File: config.mk
export PLATFORM = sky130hd
export DESIGN_NAME = snoop_responder
export DESIGN_NICKNAME = d
export VERILOG_FILES = /design/src/rtl/snoop_responder.sv
export SDC_FILE = /design/constraint.sdc
export NUM_CORES = 1
export LEC_CHECK = 0
export ABC_AREA = 0
export CORE_MARGIN = 2
export CORE_UTILIZATION = 52
export CTS_BUF_LIST = sky130_fd_sc_hd__clkbuf_8
export DETAILED_ROUTE_END_ITERATION = 10
export HOLD_SLACK_MARGIN = 0.05
export PLACE_DENSITY = 0.79
export SYNTH_ARGS = -nofsm -noshare
export SYNTH_HDL_FRONTEND = slang
export SYNTH_SLANG_ARGS = --single-unit
File: constraint.sdc
create_clock -name clock -period 3.1 [get_ports clock]
set_input_delay 0.62 -clock clock [delete_from_list [all_inputs] [get_ports clock]]
set_output_delay 0.62 -clock clock [all_outputs]
set_load 0.1 [all_outputs]
File: src/rtl/snoop_responder.sv
// Snoop side of a 4-line direct-mapped MSI cache: applies bus coherence transitions,
// writes back Modified lines on remote misses and serves local fills and reads.
module snoop_responder #(
    parameter logic [1:0]  CPU_ID = 2'b00,
    parameter int unsigned ADDR_W = 5,
    parameter int unsigned DATA_W = 8
) (
    input  logic              clock,
    input  logic              reset,
    input  logic              bus_valid,
    input  logic [1:0]        bus_src,
    input  logic [1:0]        bus_op,
    input  logic [ADDR_W-1:0] bus_addr,
    output logic              snoop_ready,
    output logic              snoop_done,
    output logic              snoop_hit,
    output logic              abort_mem,
    output logic              wb_valid,
    input  logic              wb_ready,
    output logic [ADDR_W-1:0] wb_addr,
    output logic [DATA_W-1:0] wb_data,
    input  logic              loc_we,
    input  logic [ADDR_W-1:0] loc_addr,
    input  logic [DATA_W-1:0] loc_data,
    input  logic [1:0]        loc_state,
    output logic              loc_stall,
    output logic              loc_rd_hit,
    output logic [1:0]        loc_rd_state,
    output logic [DATA_W-1:0] loc_rd_data
);

    localparam int unsigned LINES = 4;

    localparam logic [1:0] MSI_I = 2'b00;
    localparam logic [1:0] MSI_S = 2'b01;
    localparam logic [1:0] MSI_M = 2'b10;

    localparam logic [1:0] OP_RD  = 2'b00;
    localparam logic [1:0] OP_WR  = 2'b01;
    localparam logic [1:0] OP_INV = 2'b10;
    localparam logic [1:0] OP_NOP = 2'b11;

    typedef enum logic [1:0] {
        ST_IDLE,
        ST_LOOKUP,
        ST_WRITEBACK,
        ST_UPDATE
    } fsm_t;

    logic [ADDR_W-1:0] tag_q  [LINES];
    logic [1:0]        st_q   [LINES];
    logic [DATA_W-1:0] data_q [LINES];

    fsm_t              fsm;
    logic [1:0]        src_q;
    logic [1:0]        op_q;
    logic [ADDR_W-1:0] addr_q;
    logic              hit_q;

    logic [1:0] snp_idx;
    logic [1:0] loc_idx;
    logic       lookup_hit;

    assign snp_idx = addr_q[2:1];
    assign loc_idx = loc_addr[2:1];

    // Own-bus and no-op messages are walked through the FSM but never hit
    assign lookup_hit = (tag_q[snp_idx] == addr_q) && (st_q[snp_idx] != MSI_I)
                        && (op_q != OP_NOP) && (src_q != CPU_ID);

    assign loc_stall    = loc_we && (fsm != ST_IDLE);
    assign loc_rd_state = st_q[loc_idx];
    assign loc_rd_data  = data_q[loc_idx];
    assign loc_rd_hit   = (tag_q[loc_idx] == loc_addr) && (st_q[loc_idx] != MSI_I);

    always_ff @(posedge clock) begin
        if (!reset) begin
            for (int unsigned i = 0; i < LINES; i++) begin
                tag_q[2'(i)]  <= '0;
                st_q[2'(i)]   <= MSI_I;
                data_q[2'(i)] <= '0;
            end
            fsm         <= ST_IDLE;
            src_q       <= '0;
            op_q        <= '0;
            addr_q      <= '0;
            hit_q       <= 1'b0;
            snoop_ready <= 1'b1;
            snoop_done  <= 1'b0;
            snoop_hit   <= 1'b0;
            abort_mem   <= 1'b0;
            wb_valid    <= 1'b0;
            wb_addr     <= '0;
            wb_data     <= '0;
        end else begin
            snoop_done <= 1'b0;
            snoop_hit  <= 1'b0;
            case (fsm)
                ST_IDLE: begin
                    // Local install lands here, so a coincident snoop looks up the new line
                    if (loc_we) begin
                        tag_q[loc_idx]  <= loc_addr;
                        st_q[loc_idx]   <= loc_state;
                        data_q[loc_idx] <= loc_data;
                    end
                    if (bus_valid) begin
                        src_q       <= bus_src;
                        op_q        <= bus_op;
                        addr_q      <= bus_addr;
                        snoop_ready <= 1'b0;
                        fsm         <= ST_LOOKUP;
                    end
                end
                ST_LOOKUP: begin
                    hit_q <= lookup_hit;
                    if (lookup_hit && (st_q[snp_idx] == MSI_M)
                        && ((op_q == OP_RD) || (op_q == OP_WR))) begin
                        abort_mem <= 1'b1;
                        wb_valid  <= 1'b1;
                        wb_addr   <= tag_q[snp_idx];
                        wb_data   <= data_q[snp_idx];
                        fsm       <= ST_WRITEBACK;
                    end else begin
                        fsm <= ST_UPDATE;
                    end
                end
                ST_WRITEBACK: begin
                    if (wb_valid && wb_ready) begin
                        wb_valid <= 1'b0;
                        fsm      <= ST_UPDATE;
                    end
                end
                ST_UPDATE: begin
                    // Invalidate of a Modified line drops the data without a write-back
                    if (hit_q) begin
                        case (op_q)
                            OP_RD:         st_q[snp_idx] <= MSI_S;
                            OP_WR, OP_INV: st_q[snp_idx] <= MSI_I;
                            default:       ;
                        endcase
                    end
                    snoop_done  <= 1'b1;
                    snoop_hit   <= hit_q;
                    abort_mem   <= 1'b0;
                    snoop_ready <= 1'b1;
                    fsm         <= ST_IDLE;
                end
                default: fsm <= ST_IDLE;
            endcase
        end
    end

endmodule
After elaboration in Yosys (flattened, before gate mapping)
Memory sizes are Yosys's and may differ from the RTL's. A register that Yosys moved wholly into a read port is not among the register bits.
Index checks and enable logic that the tools add are counted.
- add/sub/neg operators: 0
- $mul: 0
- div/mod/pow operators: 0
- magnitude comparators: 0
- eq/ne operators: 12
- shifts and indexed selects: 0
- mux-type cells: 43
- bitwise gates (word level): 1
- reductions and logical operators: 31
- operators by type and width (operator ; number):
    2-bit 2-to-1 mux ; 13
    1-bit 2-to-1 mux ; 24
    2-bit nonzero test ; 7
    2-bit AND reduction ; 6
    5-bit equality test ; 2
    2-bit equality test (second input constant) ; 4
    1-bit logical AND ; 8
    8-bit 2-to-1 mux ; 1
    2-bit != test (second input constant) ; 4
    2-bit case mux with 4 select lines ; 1
    8-bit OR reduction ; 1
    1-bit case mux with 2 select lines ; 3
    2-bit OR reduction ; 3
    5-bit 2-to-1 mux ; 1
    5-bit OR reduction ; 1
    2-bit by 1-bit equality test with 1-bit output (second input constant) ; 2
    2-bit zero test ; 2
    3-bit AND reduction ; 1
    1-bit zero test ; 1
    1-bit logical OR ; 1
    1-bit OR ; 1
- bits in registers: 22
- latch bits: 0
- bits in writable memories: 60
- ROM bits: 0
- output and inout port bits: 30
- memories kept: 3
- memories (memory ; depth ; width ; read ports ; clocked after Yosys merged registers in ; write ports ; RTL line ; source):
    data_q ; 4 ; 8 ; 2 ; 1 ; 4 ; 52 ; logic [DATA_W-1:0] data_q [LINES];
    tag_q ; 4 ; 5 ; 2 ; 1 ; 4 ; 50 ; logic [ADDR_W-1:0] tag_q [LINES];
    st_q ; 4 ; 2 ; 2 ; 1 ; 4 ; 51 ; logic [1:0] st_q [LINES];

Longest topological paths before layout
- word-level depth: 10
- mapped depth: 9

Least setup slack after synthesis
Ideal clock, no wire load.
- path kind: input to output
- start point: input port loc_addr[1]
- end point: output port loc_rd_hit
- arrival: 4721 ps
- required time: 2480 ps
- slack: -2241 ps
- cell stages on the path: 4
- buffers on the path: 1
- path through: buf_1 > mux4_2 > o221ai_1 > nor4_1
- word-level cells in the longest chain between the ends: 3
- elaborated cells between the ends (all ways): 5
- classes of those cells: eq/ne: 1; reduce/logical: 2; memory: 2
- ends and longest elaborated chain (element ; RTL line ; source):
    start: declaration ; 23 ; input logic [ADDR_W-1:0] loc_addr,
    memory read 4 x 2 bit ; -- ;
    named net loc_rd_state[0] ; 28 ; output logic [1:0] loc_rd_state,
    2-bit nonzero test ; 74 ; assign loc_rd_hit = (tag_q[loc_idx] == loc_addr) && (st_q[loc_idx] != MSI_I);
    1-bit logical AND ; 74 ;
    end: declaration ; 27 ; output logic loc_rd_hit,
The timed path passes the listed nets, and every way through them passes these cells.

Worst setup path in the final report
- start point: input port loc_addr[1]
- end point: output port loc_rd_hit
- word-level cells in the longest chain between the ends: 3
- elaborated cells between the ends (all ways): 5
- classes of those cells: eq/ne: 1; reduce/logical: 2; memory: 2
- ends and longest elaborated chain (element ; RTL line):
    memory read 4 x 5 bit or memory read 4 x 2 bit (tied branches) ; --
    5-bit equality test or 2-bit nonzero test (tied branches) ; 74
    1-bit logical AND (*) ; 74
Mark *: on every way between the ends. The rest lies on a longest branch, timed or not.

==> out/metrics.cfg <==
[routing]
viasPerCell=6.01
post_drt_wl_per_cell_um=19.3
firstDrtPassIters=4
wl_um=10600
ant_nets=0
dr_total_vias=3288
drt_iter0_markers=311
drc=0

[worst_hold_path]
hp-class=reg2reg

[timing]
finalMaxSlewViolations=0
fmax_mhz=339
worst_slack_ps=146
holdWs_ps=474
rsz0062_at_grt=false
clock_skew_ps=7.03
setup_violations=0
fin_crit_sh=0.953
relSlewSlack=0.663
period_minus_slack_ps=2950
tightestPinTransition_ps=497
final_hold_viol_count=0

[clock_network]
clock_latency_ps=360
htree_levels=3
cts_max_path_buffers=2
clock_sinks=92
clk_pin_slew_worst_paths_ps=90
cts_tree=yes
ctsHoldBuffers=0
cts-root-buf=clkbuf_8
cts_made_buffers=9
post_cts_buffers=0

[floorplanning]
pin_count=59
row_count=34
start_util=0.528
coreArea_um2=8590
dieHeight_um=97.4
die_area_um2=9480
die_w_um=97.4

[worst_setup_path]
crit_family=buffers and inverters
critPathSlowestCell=mux4_2
setup.worst_path.class=in2out
reg2reg_slack_ps=420
path_max_fanout=5
cp_slowest_stage_delay_ps=510
cp-end-kind=output pin
crit_chain=dlygate4sd2_1 -> buf_4 -> mux4_2 -> xor2_1 -> nor4_4 -> buf_12
worstSetupStartpointType=primary input
cp.arrival_ps=2330
crit_buf_inv=3
cp.required_ps=2480

[synth]
synth_enable_flop_cells=60
syn_inst=367
yosysWarnings=0
synth_flop_cell=edfxtp_1
synth-async-reset-ratio=0
syn_avg_cell_area_um2=12.4
synthTopCellsByArea=edfxtp_1 (40%), dfxtp_1 (14%), mux4_2 (13%), and2_1 (4.8%), nand2_1 (3.6%)
syn_area_um2=4530
yosysSeqAreaShare=0.539
synth-seq-cells=92
synth.largest_area_cell=edfxtp_1
ys_types=44
synth_top_area_frac=0.397

[pwr]
vdd_ir_drop_max_mv=0.291
power_density_nw_per_um2=635
p_leak_uw=0.00217

[grt]
grt_pass1_vias=3311
antenna_found_initial=0
grt_remaining_overflow=0
grt_max_degree=31
grtUsageTotal=0.233
grt_pass1_wl_um=17000

[cells_and_area]
final_common_cell=edfxtp_1
n_antenna_cell=0
fin_nets=470
fillers=638
drive_gt1_frac=0.226
syn_to_final_growth_pct=24.4
layout_common_cells=edfxtp_1 (60), nand2_1 (44), buf_4 (42), and2_1 (35), dfxtp_1 (32)

[placement]
gp_congestion=0.853
pre_cts_ws_ps=-52.5
numPortBuffers=58
dpl.hpwl_um=7490

[flow_run]
cap_violations=0

[run_status]
status=completed

==> area by class of cell <==
class / count / area [µm²] / share of cell area
well taps: 108 / 135 / 0.0239
repair buffers: 82 / 837 / 0.148
inverters: 11 / 41.3 / 0.00732
clock buffers: 9 / 124 / 0.0220
clock inverters: 7 / 115 / 0.0204
flip-flops and latches: 92 / 2440 / 0.433
multi-input cells: 238 / 1950 / 0.345
==> cells in the mapped netlist, types with 5 or more instances <==
library cell and instances:
nand2_1 44, and3_1 13, clkbuf_1 20, xor2_1 5, dfxtp_1 32, inv_1 11
ha_1 7, o311ai_0 7, o41ai_1 13, edfxtp_1 60, o311ai_1 7, nand3_1 6
and2_1 35, a21oi_1 11, nor2_1 17, mux4_2 27
==> state kept, by name (all words and copies together), names as in the netlist, named ones only <==
register     flops
op_q             2
abort_mem        1
st_q             8
tag_q           20
src_q            2
wb_valid         1
wb_data          8
snoop_done       1
addr_q           5
hit_q            1
snoop_hit        1
data_q          32
wb_addr          5
snoop_ready      1
fsm              2
==> worst min-delay path: stages, from the launching register on <==
cell and delay [ps]:
dfxtp_1 330, nand2_1 50, a21oi_1 50
==> per-stage QoR <==
step	setup TNS [ps]	cell area, µm²	total power (µW)	utilization	instances
2_1_floorplan	-229	4580	2310	-	370
3_3_place_gp	-17.6	5400	2600	0.628	531
3_5_place_dp	-52.5	5400	2640	0.628	531
4_1_cts	0	5640	3590	0.656	547
5_1_grt	0	5640	3740	0.657	547
6_report	0	5640	3590	0.657	547
==> layer usage <==
metal | track usage | part of all wire | up-vias
li1 | - | - | 1511
met1 | 0.302 | 0.40 | 1627
met2 | 0.379 | 0.50 | 127
met3 | 0.0446 | 0.070 | 23
met4 | 0.114 | 0.028 | 0
met5 | 0 | 0 | -
==> kinds of logic after synthesis <==
logic type,share of synthesized area
xor gates and xnor gates,0.0155
DFF,0.539
other,0.000827
adders and majority gates,0.0193
muxes,0.142
buffers and inverters,0.0400
AOI/OAI and AO/OA,0.0902
and+or+nand+nor,0.153
==> worst paths after layout <==
kind                     from         end  cells past startpoint
setup / recovery  loc_addr[1]  loc_rd_hit                      6
hold / removal      addr_q[0]   addr_q[0]                      2
setup reg to reg     register  wb_data[4]                      6
hold reg to reg     addr_q[0]   addr_q[0]                      2
==> timing repair <==
action                     in CTS  in global routing
setup endpoints to repair       1                  1
pin swaps                       1                  0
gates resized for setup         2                  2
==> power by group <==
part	switching [µW]	total, µW	internal (µW)
combinational	684	1100	418
sequential	87.2	1530	1440
clock	423	958	534
total	1190	3590	2390
Power figures use the tool's default switching activity.
